==> src/rtl/led_seq_driver.sv <==
// led_seq_driver: accepts colour codes over valid/ready and shows each as a
// timed LED flash (ON_CYCLES lit, OFF_CYCLES dark), with all-on and dark codes.
`default_nettype none

module led_seq_driver #(
  parameter int NUM_LEDS   = 4,
  parameter int CODE_WIDTH = 3,
  parameter int ON_CYCLES  = 4,
  parameter int OFF_CYCLES = 2,
  parameter int CNT_WIDTH  = 16
) (
  input  logic                  clk,
  input  logic                  rst,
  input  logic                  code_valid,
  input  logic [CODE_WIDTH-1:0] code_in,
  output logic                  code_ready,
  output logic [NUM_LEDS-1:0]   leds,
  output logic                  busy,
  output logic                  done
);

  typedef enum logic [1:0] {
    S_IDLE = 2'd0,
    S_ON   = 2'd1,
    S_OFF  = 2'd2
  } state_t;

  localparam logic [CNT_WIDTH-1:0] ON_LOAD  = CNT_WIDTH'(ON_CYCLES - 1);
  localparam logic [CNT_WIDTH-1:0] OFF_LOAD =
    (OFF_CYCLES > 0) ? CNT_WIDTH'(OFF_CYCLES - 1) : '0;

  state_t                state_q, state_d;
  logic [CNT_WIDTH-1:0]  cnt_q, cnt_d;
  logic [NUM_LEDS-1:0]   leds_q, leds_d;
  logic                  busy_q, busy_d;
  logic                  done_q, done_d;
  logic [NUM_LEDS-1:0]   pattern;

  assign code_ready = (state_q == S_IDLE) & ~rst;
  assign leds       = leds_q;
  assign busy       = busy_q;
  assign done       = done_q;

  // All-ones code lights every LED; codes between NUM_LEDS and all-ones are dark slots.
  always_comb begin
    pattern = '0;
    if (&code_in) begin
      pattern = '1;
    end else begin
      for (int i = 0; i < NUM_LEDS; i++) begin
        pattern[i] = (code_in == CODE_WIDTH'(i));
      end
    end
  end

  always_comb begin
    state_d = state_q;
    cnt_d   = cnt_q;
    leds_d  = leds_q;
    busy_d  = busy_q;
    done_d  = 1'b0;
    case (state_q)
      S_IDLE: begin
        if (code_valid && code_ready) begin
          state_d = S_ON;
          cnt_d   = ON_LOAD;
          leds_d  = pattern;
          busy_d  = 1'b1;
        end
      end
      S_ON: begin
        if (cnt_q == '0) begin
          leds_d = '0;
          if (OFF_CYCLES > 0) begin
            state_d = S_OFF;
            cnt_d   = OFF_LOAD;
          end else begin
            state_d = S_IDLE;
            busy_d  = 1'b0;
            done_d  = 1'b1;
          end
        end else begin
          cnt_d = cnt_q - CNT_WIDTH'(1);
        end
      end
      S_OFF: begin
        if (cnt_q == '0) begin
          state_d = S_IDLE;
          busy_d  = 1'b0;
          done_d  = 1'b1;
        end else begin
          cnt_d = cnt_q - CNT_WIDTH'(1);
        end
      end
      default: begin
        state_d = S_IDLE;
        cnt_d   = '0;
        leds_d  = '0;
        busy_d  = 1'b0;
      end
    endcase
  end

  always_ff @(posedge clk) begin
    if (rst) begin
      state_q <= S_IDLE;
      cnt_q   <= '0;
      leds_q  <= '0;
      busy_q  <= 1'b0;
      done_q  <= 1'b0;
    end else begin
      state_q <= state_d;
      cnt_q   <= cnt_d;
      leds_q  <= leds_d;
      busy_q  <= busy_d;
      done_q  <= done_d;
    end
  end

endmodule

`default_nettype wire

==> config.mk <==
export PLATFORM = sky130hd
export DESIGN_NAME = led_seq_driver
export DESIGN_NICKNAME = d
export VERILOG_FILES = /design/src/rtl/led_seq_driver.sv
export SDC_FILE = /design/constraint.sdc
export NUM_CORES = 1
export LEC_CHECK = 0
export BUFFER_PORTS_ARGS = -buffer_cell sky130_fd_sc_hd__buf_4
export CAP_MARGIN = 20
export CORE_MARGIN = 8
export CORE_UTILIZATION = 53
export DETAILED_ROUTE_END_ITERATION = 12
export PLACE_DENSITY = 0.73
export SYNTH_ARGS = -nofsm -noshare
export SYNTH_HDL_FRONTEND = slang
export SYNTH_SLANG_ARGS = --single-unit
export TNS_END_PERCENT = 20
==> constraint.sdc <==
create_clock -name clk -period 2 [get_ports clk]
set_clock_uncertainty 0.1 [all_clocks]
set_input_delay 0.3 -clock clk [delete_from_list [all_inputs] [get_ports clk]]
set_output_delay 0.3 -clock clk [all_outputs]
set_load 0.005 [all_outputs]
==> results.md, run 1 <==
* Critical Path Start: cnt_q[1]
* Min Tclk post-route at about 1.9 ns
* Fraction of layout cells with a size suffix above 1 at between 30% and 40%
* Top_reg_cell synth: dfxtp_1
* Buffers and inverters on the worst path at 1
* Total GRT Usage at about 16%
* HP Class: in2reg
* Critical hold path startpoint: code_in[0]
* Area grow syn2layout at 26.4%
* Boundary Pins at 13
* Root Buffer: clkbuf_4
* Fillers at 222
* Synth area leaders: dfxtp_1 (32%), a211oi_2 (9.2%), o31ai_1 (4.5%), nor2_1 (3.3%), or4_1 (3.0%)
* Most common cell after layout, fill and taps aside: buf_4
* Worst path required time at ~2.1 ns
* TritonRoute pass-1 iters at 4
* TritonCTS buffer count at 3
* Critical path arrival at 2.08 ns
* Synth unique cells at 48
* Overflow after GRT at 0
* Util after Layout at 69.6%
* Initial antenna violation count at 0
* CTS tree: built
* Die width at 69.1 µm
* Vias in the first global route at 1447
* Gate Count Post-Synth at 167
* CP top delay family: simple AND/OR/NAND/NOR gates
* HPWL after detailed placement at about 3 mm
* Synth warn at 0
* Max Fclk at 0.516 GHz
* Synth top area share at between 30 and 40%
* CTS hold repair buffers at 0
* Cell Rows at 19
* Period utilisation layout at a little over nine tenths
* CTS max path bufs at 2
* Crit path max fanout at 5
* Reg2reg start: cnt_q[1]
* Worst Setup End Kind: flip-flop
* Synthesized area at between 0.001 and 0.0015 mm²
* Core area at 0.00271 mm²
* Area leader, netlist: dfxtp_1
* IO Port Bufs at 12
* Worst skew pair latency at between 0.3 and 0.4 ns
* Max-slew violations at 0
* Nets@finish at approximately 210
* Gpl congestion at approximately 0.9
* Worst-path clk slew at 0.13 ns
* Largest net degree at the start of global routing at 27
* Slew headroom at approximately two thirds
* Vias after detailed routing at between 1500 and 2000
* RSZ-0062 raised after global routing: true
* Antenna-violating nets left at 0
* Most frequent cells in the layout: buf_4 (36), dfxtp_1 (22), nor2_1 (13)
* Final Setup Violations at 0
* N_diodes at 0
* Register area share after synthesis at 32.2%
* Fraction of registers with async set/reset at 0%
* DR vias/cell at roughly 6.5
* Remaining DRCs at 0
* Post-synth EDFFs at 0
* CP Launch Type: flip-flop
* Die area at roughly 0.0048 mm²
* WL final at a little over 4 mm
* Critical path class: reg2reg
* Largest stage delay, worst path at 0.56 ns
* Worst hold slack at between 0.15 and 0.2 ns
* Final Hold Violating Endpoints at 0
* Worst slew pin tran at 0.476 ns
* H-tree lvl count at 1
* Die Y-Extent at between 60 and 70 µm
* Synth Area per Inst at about 8.9 µm²
* Crit-path slowest cell: or4_4
* DR WL/cell at between 15 and 20 µm
* Sinks on Clock Net at 24
* Syn nets at 174
* Max cap viols at 0
* Cell Chain, Critical Path: inv_4, ha_4, nor4b_4, nand2_2, or4_4, a211oi_2
* Yosys reg bits at 24
* Outcome: complete, no violations
* Initial Util at between 50% and 60%
* First-pass GRT wire length at roughly 6.6 mm
* Iter 0 DRT Violations at 126
-- stage by stage --
step	instances	TNS (ns)	cell area (µm²)	worst slack, ns
3_3_place_gp	222	0	1750	0.0860
5_1_grt	231	-0.0509	1890	-0.0257
2_1_floorplan	167	0	1500	0.0371
6_report	231	0	1890	0.0633
4_1_cts	225	0	1790	0.00669
3_5_place_dp	222	-0.120	1750	-0.0714
-- timing repair --
item / in CTS / in global routing
endpoints found under the setup margin: 7 / 15
setup buffers: 0 / 5
pin swaps: 2 / 9
cloned: 0 / 1
gates resized for setup: 6 / 12
hold endpoints to repair: 0 / 0
-- sequential cells by signal, indices dropped and copies added (netlist names) --
| name | flops |
|---|---|
| state_q | 2 |
| cnt_q | 16 |
| leds | 4 |
| busy | 1 |
| done | 1 |
-- worst register-to-register path, delay by kind of cell, from the launching register on --
family                     cells  cell delay (ns)
adders and majority gates      1             0.13
DFF                            1             0.39
AOI/OAI and AO/OA              1             0.18
and+or+nand+nor                3             1.00
buffers and inverters          1             0.07
-- layout make-up --
cell class,count,area [µm²],share of cell area [%]
clock buffer,3,22.5,1.19
multi-input combinational,128,1010,53.6
sequential,24,488,25.9
tap,31,38.8,2.06
timing repair buffer,37,290,15.4
inverter,8,35.0,1.86
-- path summary, 6_finish.rpt --
| check | to | slack [ns] | cells past startpoint |
|---|---|---|---|
| min | leds[1] | 0.15 | 3 |
| max | cnt_q[8] | 0.06 | 6 |
| min reg2reg | leds[1] | 0.38 | 2 |
| max reg2reg | cnt_q[8] | 0.06 | 6 |
-- synthesized netlist by cell type, types with 3 or more instances --
library cell	count
nor3_1	3
a211oi_2	11
nand2_1	9
clkbuf_1	4
nand3_1	4
inv_1	8
nor2_1	13
nand2b_1	4
o32ai_1	4
mux2i_1	3
or4_1	6
nor2b_1	4
a21oi_1	6
or3_1	3
nor4b_1	3
nor4_1	4
dfxtp_1	24
o21ai_0	5
a211oi_1	4
o31ai_1	9
or2_2	4
-- routing by layer --
layer,global-route usage (%),vias to the layer above,wire [µm]
met5,0,-,0
met4,5.69,0,42
met3,4.01,5,286
met2,26.3,66,1950
met1,18.6,717,1770
li1,-,723,-
-- kinds of logic after synthesis --
| kind of cell | Yosys count | synth area share, % |
|---|---|---|
| flops | 24 | 32.2 |
| mux | 3 | 2.01 |
| buf+inv | 16 | 4.61 |
| simple gates | 67 | 28.2 |
| xor+xnor | 2 | 1.17 |
| compound gates | 54 | 31.0 |
| fa+ha+maj | 1 | 0.838 |
Power of run 1 is not shown: default switching activity piles up to over one toggle a cycle in this logic, so the estimate is an artifact.
==> run 2: changes to the inputs <==
Settings changed: ABC_AREA set to 1, CORE_UTILIZATION 53 to 52, PLACE_DENSITY 0.73 to 0.72.
==> run 2 against run 1 <==
Non-clock buffer count fell by 23. Cell count rose by 11%. Routed wire length fell by 29%. First-iteration DRC count fell by 17%. Core utilization fell by 11 points. Synthesized cell count rose by 28%. Critical path type unchanged. Highest routed layer unchanged.
==> results.md, run 2 <==
* RSZ-0062 raised after global routing: false
* Gate Count Post-Synth at 213 (+28%)
* CP Launch Type: flip-flop
* Worst skew pair latency at 0.31 ns (about the same)
* Final Setup Violations at 0 (unchanged)
* Yosys reg bits at 24 (unchanged)
* Iter 0 DRT Violations at 105 (-17%)
* Initial antenna violation count at 0 (unchanged)
* Total negative slack at 0 ns (unchanged)
* Clock power frac at ~7.4%
* Total GRT Usage at 12.6% (-3.1 points)
* Area grow syn2layout at 7.60%
* Fin cells at 256 (+11%)
* IO Port Bufs at 12 (unchanged)
* Period utilisation layout at 87.7% (-9.1 points)
* DP Cell Count at 253 (+14%)
* Final Hold Violating Endpoints at 0 (unchanged)
* Max-slew violations at 0 (unchanged)
* H-tree lvl count at 1 (unchanged)
* DR WL/cell at 11.2 µm (-36%)
* Outcome: complete, no violations
* Die Y-Extent at 69.1 µm (about the same)
* Synth top area share at 32.8% (+0.60 points)
* HPWL after detailed placement at 2.23 mm (-24%)
* Most common cell after layout, fill and taps aside: nand2_1
* Vias in the first global route at 1248 (-14%)
* Leakage at 0.000786 µW
* Fraction of registers with async set/reset at 0% (unchanged)
* Setup bufs post-CTS at 0 (unchanged)
* Worst Setup End Kind: flip-flop
* CTS max path bufs at 2 (unchanged)
* CTS tree: built
* Boundary Pins at 13 (unchanged)
* Post-synth EDFFs at 0 (unchanged)
* Post-route setup slack at 0.246 ns (+0.183 ns)
* Pint at 1360 µW
* Max FFs per register at 16 (unchanged)
* Critical path class: reg2reg
* Setup Slack @ Placement at 0.270 ns (+0.341 ns)
* Reg power frac at about 28%
* First-pass GRT wire length at 5.26 mm (-20%)
* Synth cell count leaders: nand2_1 (40), nor2_1 (36), inv_1 (28)
* Gpl congestion at 0.880 (-4.5%)
* Root Buffer: clkbuf_4
* Vias after detailed routing at 1338 (-11%)
* Remaining DRCs at 0 (unchanged)
* Area leader, netlist: dfxtp_1
* Synthesized area at 0.00147 mm² (-1.8%)
* P_sw at between 1000 and 1500 µW
* Die area at 0.00477 mm² (about the same)
* Crit path max fanout at 15 (+10)
* Pwr per Cell Area at 1790 mW/mm²
* Fraction of layout cells with a size suffix above 1 at 23.6% (-12 points)
* Syn nets at 220 (+26%)
* Switching share of total power at between 50 and 60%
* Max VDD drop at about 1.2 mV
* WL final at 2.87 mm (-29%)
* DR vias/cell at 5.23 (-20%)
* Overflow after GRT at 0 (unchanged)
* Synth Area per Inst at 6.88 µm² (-23%)
* Nets@finish at 234 (+12%)
* TritonCTS buffer count at 3 (unchanged)
* Max Fclk at 0.570 GHz (+10%)
* Logic gate share of total power at 64.3%
* Worst-path clk slew at 0.12 ns (about the same)
* Sinks on Clock Net at 24 (unchanged)
* Worst slew pin tran at 0.344 ns (-0.131 ns)
* PostCTS Resize Cnt at 0 (-6)
* Synth area leaders: dfxtp_1 (33%), nand2_1 (10%), nor2_1 (9.2%), inv_1 (7.2%), nand2_4 (6.9%)
* Max cap viols at 0 (unchanged)
* Min Tclk post-route at 1.75 ns (-0.183 ns)
* Register area share after synthesis at 32.8% (+0.60 points)
* Largest register by flop count: cnt_q
* Worst path required time at 2.12 ns (-0.02 ns)
* Cell Rows at 19 (unchanged)
* Synth unique cells at 27 (-44%)
* HP Class: in2reg
* Most frequent cells in the layout: nand2_1 (40), nor2_1 (36), inv_1 (28)
* Critical path arrival at 1.88 ns (-0.20 ns)
* Core area at 0.00271 mm² (unchanged)
* TritonRoute pass-1 iters at 6 (+2)
* Largest net degree at the start of global routing at 16 (-41%)
* Top_reg_cell synth: dfxtp_1
* Synth warn at 0 (unchanged)
* Most frequent cell after synthesis: nand2_1
* Slew headroom at 77.0% (+8.8 points)
* Die width at 69.1 µm (about the same)
* N_diodes at 0 (unchanged)
* Initial Util at 54.1% (-1.0 points)
* CTS hold repair buffers at 0 (unchanged)
* Antenna-violating nets left at 0 (unchanged)
run 2: changes by cell type after synthesis, moves of 6 or more:
cell / before / now
nand3_1: 4 / 10
nor2_1: 13 / 36
o31ai_1: 9 / 0
inv_1: 8 / 28
nor2_2: 0 / 7
nand2_4: 0 / 9
nand2_1: 9 / 40
a211oi_2: 11 / 0
or4_1: 6 / 0
nand4_1: 1 / 10
nand2_2: 0 / 13
run 2: layout make-up:
cell class | count | area (µm²)
clock buffers | 3 | 22.5
fillers | 262 | 1130
inverters | 31 | 119
multi-input cells | 153 | 811
flip-flops and latches | 24 | 480
well taps | 31 | 38.8
repair buffers | 14 | 105
run 2: logic make-up after synthesis:
| logic type | synth area share (%) |
|---|---|
| compound gates | 7.69 |
| xor+xnor | 0.598 |
| simple gates | 46.2 |
| fa+ha+maj | 0.854 |
| flops | 32.8 |
| buf+inv | 11.9 |
run 2: critical path, stage by stage (launching register included):
cell,delay (ns)
dfxtp_1,0.35
inv_1,0.07
ha_1,0.23
nand2_4,0.09
nor2_2,0.18
nand3_2,0.14
nand2_4,0.18
inv_1,0.12
nand2_1,0.07
nand2_1,0.05
inv_1,0.05
nor2_1,0.03
run 2: metal layers:
metal,part of all wire [%],vias to the layer above,GRT usage [%]
met5,0,-,0
met4,1.5,0,4.78
met3,4.7,4,2.29
met2,45,33,21.7
met1,49,603,15.1
li1,-,698,-
run 2: final timing paths:
kind | depth (start not counted) | slack, ns | start | end
max | 11 | 0.25 | cnt_q[0] | cnt_q[10]
min | 2 | 0.09 | rst | cnt_q[2]
max reg2reg | 11 | 0.25 | cnt_q[0] | cnt_q[10]
min reg2reg | 2 | 0.38 | leds[1] | leds[1]
run 2: metrics by stage:
step | total power, µW | hold slack (ns) | utilization, % | instance area (µm²)
floorplan | 2300 | 0.353 | - | 1470
finish | 2820 | 0.0925 | 58.2 | 1580
global placement | 2610 | 0.369 | 57.3 | 1550
global route | 3120 | 0.0962 | 58.2 | 1580
detailed placement | 2610 | 0.366 | 57.3 | 1550
CTS | 2830 | 0.0879 | 58.2 | 1580
run 2: power groups by stage:
stage	Clock, µW	Sequential (µW)	Combinational (µW)
2_1_floorplan	0	787	1520
3_3_place_gp	0	806	1800
3_5_place_dp	0	806	1800
4_1_cts	216	797	1820
5_1_grt	231	818	2070
6_report	209	797	1810
Note: power is estimated with default switching activity, not from simulation.
==> run 3: changes to the inputs <==
Settings changed: ABC_AREA 1 to unset, BUFFER_PORTS_ARGS -buffer_cell sky130_fd_sc_hd__buf_4 to unset, CORE_UTILIZATION 52 to 55, DONT_BUFFER_PORTS set to 1, PLACE_DENSITY 0.72 to 0.71.
==> run 3 against run 2 <==
The flow now finishes with violations (hold timing, setup timing). Maximum frequency is 17% lower. Design area is 21% higher. Clock-buffer cell count stayed put. Global-route usage is 4.9 points higher. Non-clock buffer count is 16 higher. First-iteration DRC count is 46% higher. Sequential share of layout area is 5.0 points lower. Largest cell class unchanged.
==> results.md, run 3 (synthesis results as in run 1) <==
* Die Y-Extent at 68.1 µm (-1.4%)
* Max FFs per register at 16 (unchanged)
* First-pass GRT wire length at 6.53 mm (+24%)
* CP Launch Type: flip-flop
* DR WL/cell at 20.7 µm (+85%)
* Remaining DRCs at 0 (unchanged)
* Fin cells at 224 (-13%)
* Most frequent cells in the layout: buf_4 (23), dfxtp_1 (22), nor2_1 (13)
* Util after Layout at 71.8% (+14 points)
* Vias after detailed routing at 1587 (+19%)
* Busiest grt layer: met2
* Crit path max fanout at 9 (-6)
* Critical path class: reg2reg
* Worst hold endpoint: leds[2]
* HPWL after detailed placement at 2.66 mm (+19%)
* Final Setup Violations at 11 (+11)
* Reg2reg start: cnt_q[1]
* Boundary Pins at 13 (unchanged)
* Outcome: complete, but fails checks
* H-tree lvl count at 1 (unchanged)
* CTS tree: built
* Setup Slack @ Placement at -0.0250 ns (-0.295 ns)
* Root Buffer: clkbuf_4
* Vias in the first global route at 1439 (+15%)
* RR Endpoint: cnt_q[9]
* Worst Setup End Kind: flip-flop
* Grt met2 use at 30.6% (+8.9 points)
* Post-route setup slack at -0.113 ns (-0.359 ns)
* Critical path arrival at 2.29 ns (+0.41 ns)
* Die area at 0.00464 mm² (-2.8%)
* DP Cell Count at 205 (-19%)
* Max cap viols at 0 (unchanged)
* HP Class: in2reg
* Failing checks: hold timing, setup timing
* Die width at 68.1 µm (-1.4%)
* Nets@finish at 201 (-14%)
* Met1 Track Usage GR at 20.4% (+5.3 points)
* Period utilisation layout at 106% (+18 points)
* Worst-path clk slew at 0.14 ns (+0.02 ns)
* Max Fclk at 0.473 GHz (-17%)
* Cells on worst reg2reg path at 5 (-6)
* Antenna-violating nets left at 0 (unchanged)
* Min Tclk post-route at 2.11 ns (+0.359 ns)
* Final Hold Violating Endpoints at 2 (+2)
* CTS max path bufs at 2 (unchanged)
* WL final at 4.64 mm (+61%)
* Hold path depth at 2 (unchanged)
* GR Util met3 at 3.93% (+1.6 points)
* N_diodes at 0 (unchanged)
* Critical hold path startpoint: code_in[1]
* Worst hold slack at -0.00710 ns (-0.0996 ns)
* Worst path required time at 2.18 ns (+0.06 ns)
* TritonCTS buffer count at 3 (unchanged)
* Gpl congestion at 0.872 (-0.86%)
* DR vias/cell at 7.08 (+36%)
* RSZ-0062 raised after global routing: true
* Initial antenna violation count at 0 (unchanged)
* Cell Rows at 19 (unchanged)
* Largest net degree at the start of global routing at 29 (+13)
* Most common cell after layout, fill and taps aside: buf_4
* IO Port Bufs at 0 (-12)
* Worst skew pair latency at 0.35 ns (+0.04 ns)
* Sinks on Clock Net at 24 (unchanged)
* Total GRT Usage at 17.5% (+4.9 points)
* Fraction of layout cells with a size suffix above 1 at 34.7% (+11 points)
* Max-slew violations at 0 (unchanged)
* Overflow after GRT at 0 (unchanged)
* Iter 0 DRT Violations at 153 (+46%)
* Initial Util at 56.1% (+2.0 points)
* Largest register by flop count: cnt_q
* Worst slew pin tran at 0.644 ns (+0.300 ns)
* Flop2flop setup slack at -0.11 ns (-0.36 ns)
* TritonRoute pass-1 iters at 5 (-1)
* Area grow syn2layout at 28.1%
* Slew headroom at 56.9% (-20 points)
* Core area at 0.00266 mm² (-1.8%)
run 3: cell types whose count changed in the layout (fill, tap and decap cells not counted), sizes merged, moves of 5 or more:
cell,delta
nand2,-53
nor2,-30
inv,-23
a211oi,+15
buf,+13
o31ai,+9
nand3,-8
nand4,-8
or4,+6
nor4,+5
run 3: layout make-up:
type | count | area [µm²]
fillers | 202 | 751
inverters | 8 | 35.0
repair buffers | 30 | 295
clock buffers | 3 | 22.5
well taps | 31 | 38.8
clock inverters | 1 | 30.0
multi-input cells | 127 | 1000
flip-flops and latches | 24 | 488
run 3: critical path: stages (launching register included):
cell and delay [ns]:
dfxtp_4 0.39, buf_4 0.14, nor4_2 0.35, o211ai_2 0.27
or4_1 0.56, a211oi_2 0.22
run 3: worst max path at each step:
| stage | from | to | slack (ns) | depth (start not counted) |
|---|---|---|---|---|
| finish | cnt_q[1] | cnt_q[9] | -0.11 | 5 |
| global route | cnt_q[1] | cnt_q[9] | -0.14 | 5 |
| CTS | cnt_q[0] | cnt_q[9] | 0.0006 | 6 |
| detailed placement | cnt_q[0] | cnt_q[9] | -0.03 | 6 |
| global placement | cnt_q[0] | cnt_q[12] | 0.03 | 6 |
| floorplan | cnt_q[0] | cnt_q[12] | 0.04 | 6 |
run 3: metal layers:
metal,up-vias,share of wire (%)
li1,711,-
met1,747,37
met2,105,49
met3,24,11
met4,0,3.7
met5,-,0
run 3: metrics by stage:
step	area, µm²	hold WS [ns]	setup TNS (ns)
after CTS	1690	-0.0838	0
after global routing	1910	-0.0232	-1.19
after global placement	1620	0.277	0
after floorplan	1500	0.345	0
after detailed placement	1620	0.279	-0.0690
final	1910	-0.00710	-0.557
run 3: repair_timing:
item,in CTS,in global routing
hold endpoints to repair,22,22
setup endpoints to repair,11,21
gates cloned,0,3
buffers inserted,0,10
gates resized for setup,5,15
pin swaps,0,6
Power of run 3 is left out for the same reason.
